--- src/rtl/game_pkg.sv ---
// Shared types and constants for the game random-number path.
// Provides the arbiter state encoding, the LFSR width and the seed guard.
package game_pkg;

  typedef enum logic [1:0] {
    IDLE  = 2'd0,
    STEP  = 2'd1,
    CHECK = 2'd2,
    GRANT = 2'd3
  } state_t;

  localparam int LFSR_W = 10;
  localparam logic [LFSR_W-1:0] LFSR_LOCKUP = 10'h3FF;

  // An XNOR LFSR never leaves all-ones, so that seed is mapped to zero.
  function automatic logic [LFSR_W-1:0] guard_seed(input logic [LFSR_W-1:0] seed);
    logic [LFSR_W-1:0] guarded;
    if (seed == LFSR_LOCKUP) begin
      guarded = {LFSR_W{1'b0}};
    end else begin
      guarded = seed;
    end
    return guarded;
  endfunction

endpackage

--- src/rtl/lfsr10_step.sv ---
// 10-bit XNOR LFSR: taps 0 and 3 feed bit 9; steps only when enabled.
// Load has priority over step; reset clears the register to zero.
module lfsr10_step
  import game_pkg::*;
(
  input  logic              i_clk,
  input  logic              i_rst,
  input  logic              i_en,
  input  logic              i_load,
  input  logic [LFSR_W-1:0] i_load_data,
  output logic [LFSR_W-1:0] o_state
);

  logic [LFSR_W-1:0] r_ps;

  always_ff @(posedge i_clk or posedge i_rst) begin
    if (i_rst) begin
      r_ps <= {LFSR_W{1'b0}};
    end else if (i_load) begin
      r_ps <= i_load_data;
    end else if (i_en) begin
      r_ps <= {r_ps[0] ~^ r_ps[3], r_ps[LFSR_W-1:1]};
    end else begin
      r_ps <= r_ps;
    end
  end

  assign o_state = r_ps;

endmodule

--- src/rtl/lfsr_request_arbiter.sv ---
// Round-robin arbiter sharing one LFSR between game requesters.
// Each grant rejection-samples LFSR values into 0..LIMIT, falling back after MAX_TRIES.
module lfsr_request_arbiter
  import game_pkg::*;
#(
  parameter int                NUM_REQ   = 3,
  parameter logic [LFSR_W-1:0] LIMIT     = 10'd479,
  parameter int                MAX_TRIES = 8,
  parameter logic [LFSR_W-1:0] FALLBACK  = 10'd240
) (
  input  logic               i_clk,
  input  logic               i_rst,
  input  logic [NUM_REQ-1:0] i_req,
  output logic [NUM_REQ-1:0] o_ack,
  output logic [LFSR_W-1:0]  o_value,
  input  logic               i_seed_load,
  input  logic [LFSR_W-1:0]  i_seed,
  output logic               o_busy
);

  localparam int IDX_W = (NUM_REQ > 1) ? $clog2(NUM_REQ) : 1;
  localparam logic [3:0] MAX_TRIES_C = 4'(MAX_TRIES);
  localparam logic [IDX_W-1:0] LAST_INIT = IDX_W'(NUM_REQ - 1);

  state_t             r_state;
  state_t             w_next_state;
  logic [IDX_W-1:0]   r_winner;
  logic [IDX_W-1:0]   r_last;
  logic [3:0]         r_tries;
  logic [LFSR_W-1:0]  r_value;
  logic [NUM_REQ-1:0] r_ack;
  logic               r_busy;
  logic               w_lfsr_en;
  logic               w_lfsr_load;
  logic [LFSR_W-1:0]  w_ps;
  logic [LFSR_W-1:0]  w_seed_guarded;
  logic [IDX_W-1:0]   w_pick;
  logic [NUM_REQ-1:0] w_winner_oh;

  // First set request scanning upward from the requester after the last winner.
  function automatic logic [IDX_W-1:0] rr_pick(input logic [NUM_REQ-1:0] req,
                                               input logic [IDX_W-1:0]   last);
    logic [IDX_W-1:0] pick;
    logic             found;
    int               idx;
    pick  = {IDX_W{1'b0}};
    found = 1'b0;
    for (int off = 1; off <= NUM_REQ; off++) begin
      idx = (int'(last) + off) % NUM_REQ;
      if (!found && req[idx]) begin
        pick  = IDX_W'(idx);
        found = 1'b1;
      end
    end
    return pick;
  endfunction

  assign w_seed_guarded = guard_seed(i_seed);
  assign w_pick         = rr_pick(i_req, r_last);
  assign w_winner_oh    = NUM_REQ'(1) << r_winner;

  lfsr10_step u_lfsr (
    .i_clk       (i_clk),
    .i_rst       (i_rst),
    .i_en        (w_lfsr_en),
    .i_load      (w_lfsr_load),
    .i_load_data (w_seed_guarded),
    .o_state     (w_ps)
  );

  always_comb begin
    w_next_state = r_state;
    w_lfsr_en    = 1'b0;
    w_lfsr_load  = 1'b0;
    case (r_state)
      IDLE: begin
        if (i_seed_load) begin
          w_lfsr_load  = 1'b1;
          w_next_state = IDLE;
        end else if (|i_req) begin
          w_next_state = STEP;
        end else begin
          w_next_state = IDLE;
        end
      end
      STEP: begin
        w_lfsr_en    = 1'b1;
        w_next_state = CHECK;
      end
      CHECK: begin
        if (w_ps <= LIMIT) begin
          w_next_state = GRANT;
        end else if (r_tries == MAX_TRIES_C) begin
          w_next_state = GRANT;
        end else begin
          w_next_state = STEP;
        end
      end
      GRANT: begin
        w_next_state = IDLE;
      end
      default: begin
        w_next_state = IDLE;
      end
    endcase
  end

  // ack and busy are registered from the next state so they align with GRANT/non-IDLE.
  always_ff @(posedge i_clk or posedge i_rst) begin
    if (i_rst) begin
      r_state  <= IDLE;
      r_winner <= {IDX_W{1'b0}};
      r_last   <= LAST_INIT;
      r_tries  <= 4'd0;
      r_value  <= {LFSR_W{1'b0}};
      r_ack    <= {NUM_REQ{1'b0}};
      r_busy   <= 1'b0;
    end else begin
      r_state <= w_next_state;
      r_busy  <= (w_next_state != IDLE);
      r_ack   <= (w_next_state == GRANT) ? w_winner_oh : {NUM_REQ{1'b0}};
      case (r_state)
        IDLE: begin
          if (!i_seed_load && (|i_req)) begin
            r_winner <= w_pick;
            r_tries  <= 4'd0;
          end
        end
        STEP: begin
          r_tries <= r_tries + 4'd1;
        end
        CHECK: begin
          if (w_ps <= LIMIT) begin
            r_value <= w_ps;
          end else if (r_tries == MAX_TRIES_C) begin
            r_value <= FALLBACK;
          end
        end
        GRANT: begin
          r_last <= r_winner;
        end
        default: begin
          r_last <= r_last;
        end
      endcase
    end
  end

  assign o_ack   = r_ack;
  assign o_value = r_value;
  assign o_busy  = r_busy;

endmodule

--- config.mk ---
export PLATFORM = sky130hd
export DESIGN_NAME = lfsr_request_arbiter
export DESIGN_NICKNAME = d
export VERILOG_FILES = /design/src/rtl/game_pkg.sv /design/src/rtl/lfsr10_step.sv /design/src/rtl/lfsr_request_arbiter.sv
export SDC_FILE = /design/constraint.sdc
export NUM_CORES = 1
export LEC_CHECK = 0
export CORE_ASPECT_RATIO = 0.5
export CORE_UTILIZATION = 48
export CTS_BUF_LIST = sky130_fd_sc_hd__clkbuf_4 sky130_fd_sc_hd__clkbuf_8
export DETAILED_ROUTE_END_ITERATION = 10
export PLACE_DENSITY_LB_ADDON = 0.3
export SETUP_SLACK_MARGIN = 0.1
export SYNTH_ARGS = -nofsm -noshare
export SYNTH_HDL_FRONTEND = slang
export SYNTH_SLANG_ARGS = --single-unit
export TNS_END_PERCENT = 5
--- constraint.sdc ---
create_clock -name i_clk -period 1.6 [get_ports i_clk]
set_clock_uncertainty 0.15 [all_clocks]
set_input_delay 0.32 -clock i_clk [delete_from_list [all_inputs] [get_ports i_clk]]
set_output_delay 0.32 -clock i_clk [all_outputs]
set_load 0.01 [all_outputs]
==> flow_summary_export.csv <==
group,metric,value,unit
synth,synth_ff_type,"dfrtp_1",
synth,netlist_area,1560,sq um
route,postRouteAntennaNets,0,
global_routing,grt_pass1_vias,1172,
cells_and_area,fin_nets,219,
synth,syn_nets,168,
pwr,cellPowerDensity,1760,nW/um^2
clock_tree,htree_levels,2,
critical_path,r2r_slack,-20,ps
critical_path,cp.arrival,1690,ps
route,wl_per_cell,13.9,um
route,dr_total_vias,1331,
cells_and_area,multi_input_area,704,sq um
timing,fmax,0.619,GHz
critical_path,worstSetupEndpointType,"flip-flop",
critical_path,cp.required,1680,ps
global_routing,grt_use_met3,5.43,%
cells_and_area,seqCellArea,853,sq um
synth,synth_seq_cells,34,
synth,syn_inst,148,
route,finalWirelength,3.34,mm
global_routing,grtUsageMet1,27.8,%
global_routing,grt_max_degree,30,
clock_tree,clk_pin_slew,60,ps
timing,period_share,101,%
cells_and_area,fillers,227,
synth,yosys.area.top_type,"dfrtp_1",
timing,hold_viol_final,0,
floorplan,row_count,14,
clock_tree,clock_path_buffers,2,
timing,rsz0062_at_grt,"yes",
clock_tree,holdBufCountCts,0,
synth,synthAdderAreaFrac,3.21,%
place,gp_congestion,0.880,
synth,synthTopCellsByArea,"dfrtp_1 53%, nor2_1 4.1%, o22ai_1 3.6%",
place,hpwl,2.40,mm
cells_and_area,area_growth,38.6,%
floorplan,initial_core_util,51.1,%
synth,postSynth.asyncResetShare,100,%
outcome,violations,"design-rule violations, negative setup slack",
pwr,peakVddDrop,0.851,mV
cells_and_area,num_antenna_cells,0,
global_routing,busiest_layer,"met2",
synth,synth_common_cells,"33 x dfrtp_1, 17 x nor2_1, 12 x nand2_1, 9 x a21oi_1, 9 x o22ai_1",
synth,synth-xor-area-share,1.12,%
synth,yosysWarnings,0,
timing,worstMarginPinSlew,483,ps
synth,synth.area.mux_share,2.81,%
global_routing,grt_pass1_wl,5.33,mm
route,route.detailed.drc,1,
timing,drv_slew,0,
global_routing,globalRouteTotalUtil,21.1,%
synth,synth_cell_type_count,34,
min_path,hold_class,"in2async",
critical_path,cp_max_fo,4,
floorplan,ios,30,
critical_path,r2r-end,"r_winner[0]",
clock_tree,cts_tree,"yes",
timing,tns,-16.1,ps
outcome,status,"finished, violations left",
route,dr.pass1.iters,7,
synth,synth_compound_area_share,15.1,%
cells_and_area,drive_above_1_share,23.5,%
clock_tree,cts_root_buffer,"clkbuf_8",
synth,synth-simple-area-share,19.3,%
critical_path,reg2reg_depth,5,
synth,syn_avg_cell_area,10.5,sq um
clock_tree,cts_sinks,34,
global_routing,antenna_found_initial,0,
critical_path,regToRegStartpoint,"r_last[1]",
route,via_per_inst,5.55,
route,drtIter0Drc,100,
synth,yosysMostFrequentCell,"dfrtp_1",
floorplan,dieHeight,42.3,um
timing,setup_viol,1,
synth,synth_top_family_by_area,"simple AND/OR/NAND/NOR gates",
timing,maxSlewHeadroom,67.8,%
clock_tree,insertion_delay,280,ps
floorplan,fp.dieW,82.6,um
place,io_buffer_count,29,
floorplan,die-area,3490,sq um
global_routing,grt-ovfl-total,0,
timing,worst_slack,-16.1,ps
timing,fin_crit,1620,ps
synth,synth_top_area_share,53.0,%
global_routing,grtUsageMet2,33.4,%
cells_and_area,final_util,70.9,%
clock_tree,numCtsBuffers,5,
critical_path,worst-setup-path-type,"reg2reg",
job,max_cap_violations,0,
synth,synth_edf_count,0,
floorplan,core,3050,sq um
pwr,p_leak,0.000963,uW
synth,ys_seq_area_share,54.7,%
critical_path,start_kind,"flip-flop",
-- layout by cell type (no fill, tap or decap), types with 4 or more instances in the layout --
cell              n
a21oi_1           9
a22o_1            5
buf_4            18
clkbuf_8          6
clkdlybuf4s50_1  11
dfrtp_1          32
dlygate4sd2_1    18
inv_1             4
nand2_1          12
nand3_1           5
nand4_1           5
nor2_1           15
nor3_1            4
o21ai_0           6
o22ai_1           9
-- sequential cells by signal, summed over array words and instances, names as in the netlist --
| signal | count |
|---|---|
| o_ack | 3 |
| o_busy | 1 |
| o_value | 10 |
| r_last | 2 |
| r_state | 2 |
| r_tries | 4 |
| r_winner | 2 |
| u_lfsr.o_state | 10 |
-- layout make-up --
class	count	share of cell area, %
Timing Repair Buffer	49	20.1
Inverter	6	1.04
Clock inverter	1	0.232
Multi-Input combinational cell	103	32.6
Clock buffer	7	4.17
Sequential cell	34	39.5
Tap cell	40	2.32
-- critical path, stage by stage (launching register included) --
cell and delay (ps):
dfstp_2 570, ha_4 220, nor2_2 100, mux2i_1 80, o311ai_1 240, mux2_4 200
-- how the worst max path moves through the flow --
stage	startpoint	endpoint	slack, ps	cells after the start
after floorplan	r_last[1]	r_winner[0]	90	5
after global placement	i_seed[2]	u_lfsr.o_state[5]	-330	5
after detailed placement	i_seed[3]	u_lfsr.o_state[1]	-360	5
after CTS	r_last[1]	r_winner[0]	-40	5
after global routing	r_last[1]	r_winner[0]	-60	5
final	r_last[1]	r_winner[0]	-20	5
-- metal layers --
| layer | wire, um | share of wire, % | up-vias |
|---|---|---|---|
| li1 | - | - | 635 |
| met1 | 1480 | 44 | 640 |
| met2 | 1580 | 47 | 47 |
| met3 | 218 | 6.5 | 9 |
| met4 | 67 | 2.0 | 0 |
| met5 | 0 | 0 | - |
-- repair_timing --
item                       in CTS  in global routing
setup buffers                   0                  0
setup endpoints to repair      37                 30
resized for setup              25                  1
cloned                          0                  0
pin swaps                      12                  6
-- per-stage QoR --
stage | total power [uW] | area (sq um) | instances | worst slack [ps] | hold WS, ps
3_5_place_dp | 3200 | 2060 | 232 | -355 | 325
6_report | 3800 | 2160 | 240 | -16.1 | 141
3_3_place_gp | 3130 | 2060 | 232 | -331 | 326
5_1_grt | 4070 | 2160 | 240 | -60.1 | 182
4_1_cts | 3810 | 2160 | 240 | -41.8 | 139
2_1_floorplan | 2540 | 1590 | 148 | 94.9 | 307
-- power breakdown --
group,leakage (uW),switching (uW),total [uW],internal [uW]
Combinational,0.000507,769,1590,820
Clock,0.0000517,294,658,364
Sequential,0.000404,324,1550,1230
-- logic make-up (layout without fill, tap and decap cells) --
group           count (synthesis)  count (layout)
flops                          34              34
compound gates                 36              36
simple gates                   57              57
fa+ha+maj                       4               4
buf+inv                        11              63
xor+xnor                        2               2
mux                             4               4
Note: power is estimated with default switching activity, not from simulation.
